===== config.mk =====
export PLATFORM = sky130hd
export DESIGN_NAME = mem_arbiter_ctrl
export DESIGN_NICKNAME = d
export VERILOG_FILES = /design/src/rtl/lc3b_types.sv /design/src/rtl/arb_starve_ctr.sv /design/src/rtl/mem_arbiter_ctrl.sv
export SDC_FILE = /design/constraint.sdc
export NUM_CORES = 1
export LEC_CHECK = 0
export CAP_MARGIN = 5
export CORE_AREA = 5 5 269 271
export CTS_CLUSTER_DIAMETER = 100
export DETAILED_ROUTE_END_ITERATION = 7
export DIE_AREA = 0 0 274 276
export MAX_ROUTING_LAYER = met4
export PLACE_DENSITY = 0.41
export SLEW_MARGIN = 20
export SYNTH_ARGS = -nofsm -noshare
export SYNTH_HDL_FRONTEND = slang
export SYNTH_HIERARCHICAL = 1
export SYNTH_SLANG_ARGS = --single-unit

===== constraint.sdc =====
create_clock -name clk -period 2.1 [get_ports clk]
set_input_delay 0.42 -clock clk [delete_from_list [all_inputs] [get_ports clk]]
set_output_delay 0.42 -clock clk [all_outputs]
set_load 0.1 [all_outputs]

===== src/rtl/lc3b_types.sv =====
`default_nettype none
// ============================================================================
// Module      : lc3b_types (package)
// Description : Shared LC-3b word/line types and the memory arbiter state enum.
// Revision    : 1.0 - initial release
// ============================================================================
package lc3b_types;

    typedef logic [15:0]  lc3b_word;
    typedef logic [127:0] lc3b_8word;

    typedef enum logic [1:0] {
        IDLE    = 2'd0,
        GRANT_I = 2'd1,
        GRANT_D = 2'd2
    } arb_state_t;

endpackage
`default_nettype wire


===== src/rtl/arb_starve_ctr.sv =====
`default_nettype none
// ============================================================================
// Module      : arb_starve_ctr
// Description : Saturating count of dcache grants taken while icache waits;
//               flags starvation at STARVE_LIMIT. Used under ARB_STARVE_GUARD_EN.
// Revision    : 1.0 - initial release
// ============================================================================
module arb_starve_ctr #(
    parameter int STARVE_LIMIT = 4
) (
    input  logic clk,
    input  logic rst,
    input  logic inc,
    input  logic clr,
    output logic starved
);

    localparam int              c_CW    = $clog2(STARVE_LIMIT + 1);
    localparam logic [c_CW-1:0] c_LIMIT = c_CW'(STARVE_LIMIT);

    logic [c_CW-1:0] r_count;

    always_ff @(posedge clk) begin
        if (rst) begin
            r_count <= '0;
        end else if (clr) begin
            r_count <= '0;
        end else if (inc && (r_count != c_LIMIT)) begin
            r_count <= r_count + c_CW'(1);
        end
    end

    assign starved = (r_count >= c_LIMIT);

endmodule
`default_nettype wire


===== src/rtl/mem_arbiter_ctrl.sv =====
`default_nettype none
// ============================================================================
// Module      : mem_arbiter_ctrl
// Description : Arbitrates L1 icache/dcache line traffic onto a single L2 port,
//               dcache first; optional icache starvation guard via the
//               ARB_STARVE_GUARD_EN macro.
// Revision    : 1.0 - initial release
// ============================================================================
module mem_arbiter_ctrl
    import lc3b_types::*;
#(
    parameter int STARVE_LIMIT = 4
) (
    input  logic      clk,
    input  logic      rst,
    input  logic      icache_read,
    input  logic      dcache_read,
    input  logic      dcache_write,
    input  lc3b_word  icache_address,
    input  lc3b_word  dcache_address,
    input  lc3b_8word dcache_wdata,
    input  logic      pmem_resp,
    input  lc3b_8word pmem_rdata,
    output logic      icache_mem_resp,
    output logic      dcache_mem_resp,
    output lc3b_8word icache_rdata,
    output lc3b_8word dcache_rdata,
    output logic      pmem_read,
    output logic      pmem_write,
    output lc3b_word  pmem_address,
    output lc3b_8word pmem_wdata
);

    if (STARVE_LIMIT < 1) begin : g_bad_limit
        $error("STARVE_LIMIT must be at least 1");
    end

    arb_state_t r_state;
    arb_state_t w_next;
    logic       w_dreq;
    logic       w_take_d;

    assign w_dreq = dcache_read | dcache_write;

`ifdef ARB_STARVE_GUARD_EN
    logic w_starved;
    logic w_idle;

    assign w_idle   = (r_state == IDLE);
    // A starved icache overrides dcache priority for one arbitration.
    assign w_take_d = w_dreq & ~(icache_read & w_starved);

    arb_starve_ctr #(
        .STARVE_LIMIT (STARVE_LIMIT)
    ) u_starve_ctr (
        .clk     (clk),
        .rst     (rst),
        .inc     (w_idle & w_take_d & icache_read),
        .clr     (w_idle & (~icache_read | ~w_take_d)),
        .starved (w_starved)
    );
`else
    assign w_take_d = w_dreq;
`endif

    always_comb begin
        w_next = r_state;
        case (r_state)
            IDLE: begin
                if (w_take_d) begin
                    w_next = GRANT_D;
                end else if (icache_read) begin
                    w_next = GRANT_I;
                end
            end
            GRANT_I: if (pmem_resp | ~icache_read) w_next = IDLE;
            GRANT_D: if (pmem_resp | ~w_dreq)      w_next = IDLE;
            default: w_next = IDLE;
        endcase
    end

    always_ff @(posedge clk) begin
        if (rst) begin
            r_state <= IDLE;
        end else begin
            r_state <= w_next;
        end
    end

    always_comb begin
        pmem_read       = 1'b0;
        pmem_write      = 1'b0;
        pmem_address    = icache_address;
        icache_mem_resp = 1'b0;
        dcache_mem_resp = 1'b0;
        case (r_state)
            GRANT_I: begin
                pmem_read       = icache_read;
                icache_mem_resp = pmem_resp;
            end
            GRANT_D: begin
                pmem_address    = dcache_address;
                pmem_read       = dcache_read;
                pmem_write      = dcache_write & ~dcache_read;
                dcache_mem_resp = pmem_resp;
            end
            default: ;
        endcase
    end

    assign icache_rdata = pmem_rdata;
    assign dcache_rdata = pmem_rdata;
    assign pmem_wdata   = dcache_wdata;

endmodule
`default_nettype wire


==> results by group, run 1 <==
Outcome
  – Outcome: complete, no violations

Synthesis
  – Synth cell types: 21
  – Post-synthesis sequential area ratio: 1.195%
  – Net Count, Synth: 725
  – Top post-synthesis cells by area: buf_4 (86%), mux2_4 (3.6%), mux2_2 (2.7%), ha_1 (1.5%), dfxtp_1 (1.2%)
  – Syn_area_per_cell: 7.847 sq um
  – #FFs+latches synth: 2
  – Synth warnings: 6
  – Mapped Cells: 427
  – Dominant cell type by area after synthesis: buf_4
  – Top-area cell type share of the netlist area: 86.03%
  – Netlist Area Pre-Place: 3351 sq um

Clock tree
  – CTS Hold Buffers Added: 0
  – Worst skew pair latency: 0.22 ns
  – Reg clk slew, reported paths: 0.03 ns
  – Resized cells post-CTS: 0
  – Total clock sinks: 2
  – Clock Root Buffer: clkbuf_16
  – Clock Path Buffers: 2
  – H-Tree Depth: 1
  – Post-CTS Setup Inserts: 0
  – CTS tree: yes
  – Total CTS buffers: 3

Final layout
  – Commonest non-fill, non-tap cell in the layout: clkdlybuf4s50_1
  – NumNets Final: 404
  – Design area: 2535 sq um
  – Top reg by flops: r_state
  – Area growth, synth to finish: -24.35%
  – Final Non-Filler Cells: 1,044
  – FILL cells: 8,250
  – Most frequent cells in the layout: clkdlybuf4s50_1 (37), buf_12 (21), mux2_4 (8), mux2_2 (8), clkbuf_16 (4)
  – Antenna fix cells: 0
  – Max reg flops: 2
  – Largest regs: r_state: 2 flops
  – Layout cells sized above 1: 46.15%

Setup path
  – Critical path startpoint category: register
  – Crit Path Class: register to output port
  – Critical Path Fanout Max: 10
  – Setup crit end kind: output port
  – Required time of the critical path: 1.68 ns
  – WP data arrival: 1.60 ns

STA
  – Setup TNS: 0 ns
  – Clk_skew: 0.0008767 ns
  – Slew Viols, Final: 0
  – Max frequency: 496.0 MHz
  – Min cycle time layout: 2.016 ns
  – Endpoints failing setup: 0
  – Slew HR: 84.91%
  – Endpoints failing hold: 0
  – Unrepaired setup endpoints after global routing: no
  – Fin crit share: 96.00%
  – Actual slew at the worst max-slew pin: 0.2257 ns

Die
  – I/O pins: 698
  – Die Ht: 276 microns
  – Floorplan die width: 274 microns
  – Starting Density: 4.818%
  – Core Rows: 97
  – Core Region: 69,540 sq um
  – Die ar.: 75,620 sq um

GRT
  – First-pass GRT wire length: 12.71 mm
  – Vias in the first global route: 1,365
  – GRT Max-Usage Layer: met4
  – GRT overflow: 0
  – Largest net degree at the start of global routing: 21
  – Total GRT Usage: 2.522%
  – Met3 GRT Util: 2.523%
  – Initial antenna violation count: 0
  – GR Util met1: 1.023%
  – Grt met2 use: 3.377%

Routing
  – Via count: 1,195
  – Antenna Nets Post-Route: 0
  – DRC: 0
  – DR WL/cell: 10.53 microns
  – Vias per inst: 1.145
  – DRT Pass-1 Iters: 4
  – DRT iter0 DRCs: 37
  – Routed wire length: 10.99 mm

Placed design
  – I/O Buffers: 57
  – GPL Wtd Cong: 0.6102
  – Cell area after placement: 2422 sq um
  – Detail Placement HPWL: 9.175 mm
  – Cells after DPL: 1,040

Min path
  – Worst Hold Class: register to register

Power and ir drop
  – Max IR drop VDD: 291.0 uV
  – LEAKAGE: 0.5893 nW
  – Tot Pwr: 1.241 mW
  – Power Density: 489.5 nW/um^2

Flow run
  – Max Cap Viol: 0
==> power by group <==
part / switching (mW) / internal (mW)
clock: 0.0492 / 0.243
sequential: 0.00539 / 0.0432
combinational: 0.526 / 0.374
total: 0.581 / 0.660
==> worst max-delay path, stage by stage, from the launching register on <==
cell	delay, ns
dfxtp_1	0.32
inv_1	0.16
ha_4	0.19
buf_12	0.15
mux2_2	0.37
buf_12	0.17
==> per-stage QoR <==
| step | hold WS, ns | setup slack [ns] | util [%] |
|---|---|---|---|
| 5_1_grt | 0.6365 | 0.03499 | 3.645 |
| 3_3_place_gp | 0.5356 | 0.1469 | 3.483 |
| 2_1_floorplan | 0.4862 | 0.01522 | - |
| 6_report | 0.5959 | 0.08404 | 3.645 |
| 3_5_place_dp | 0.5632 | 0.1486 | 3.483 |
| 4_1_cts | 0.5671 | 0.02992 | 3.591 |
==> metal layers <==
layer / wire length, microns / share of wire (%)
met4: 2054 / 19
met2: 4441 / 40
met1: 1695 / 15
met5: 0 / 0
met3: 2801 / 25
==> worst paths after layout <==
| check | slack, ns | start | end | depth (start not counted) |
|---|---|---|---|---|
| worst max-delay path | 0.08 | r_state[0] | pmem_address[2] | 5 |
| worst min-delay path | 0.60 | r_state[1] | r_state[1] | 1 |
| worst min register to register | 0.60 | r_state[1] | r_state[1] | 1 |
| worst max register to register | 0.64 | r_state[0] | r_state[1] | 6 |
==> Yosys cell counts <==
master    number
a221oi_2       1
a22oi_1        1
a32o_1         1
and2_1         2
and3b_2        1
buf_4        384
buf_6          2
dfxtp_1        2
ha_1           4
inv_1          3
mux2_2         8
mux2_4         8
nand2_1        1
nand2b_1       1
nand3b_4       1
nor2_1         1
nor2b_1        1
nor3b_1        1
o211ai_1       2
o21a_1         1
o21ai_2        1
==> final cells by class <==
| type | instances | area [sq um] | share of cell area [%] |
|---|---|---|---|
| clock buffer | 3 | 75.07 | 2.962 |
| tap | 940 | 1176 | 46.40 |
| inverter | 3 | 11.26 | 0.4442 |
| sequential | 2 | 40.04 | 1.579 |
| multi-input combinational | 36 | 409.1 | 16.14 |
| timing repair buffer | 60 | 823.3 | 32.48 |
==> kinds of logic (layout without fill, tap and decap cells) <==
logic type               count (synthesis)  count (layout)  share of synthesized area, %
adder cells (fa/ha/maj)                  4               4                         1.494
flip-flops                               2               2                         1.195
AND/OR/NAND/NOR                          9               9                         2.091
buffers and inverters                  389              66                         87.04
multiplexers                            16              16                         6.274
AO/OA/AOI/OAI                            7               7                         1.904
Power figures use the tool's default switching activity.
==> run 2, diff against run 1 <==
Settings changed: CAP_MARGIN 5 to 30.
==> results of run 2 <==
The final DEF is identical to that of run 1; final timing and power are the same.
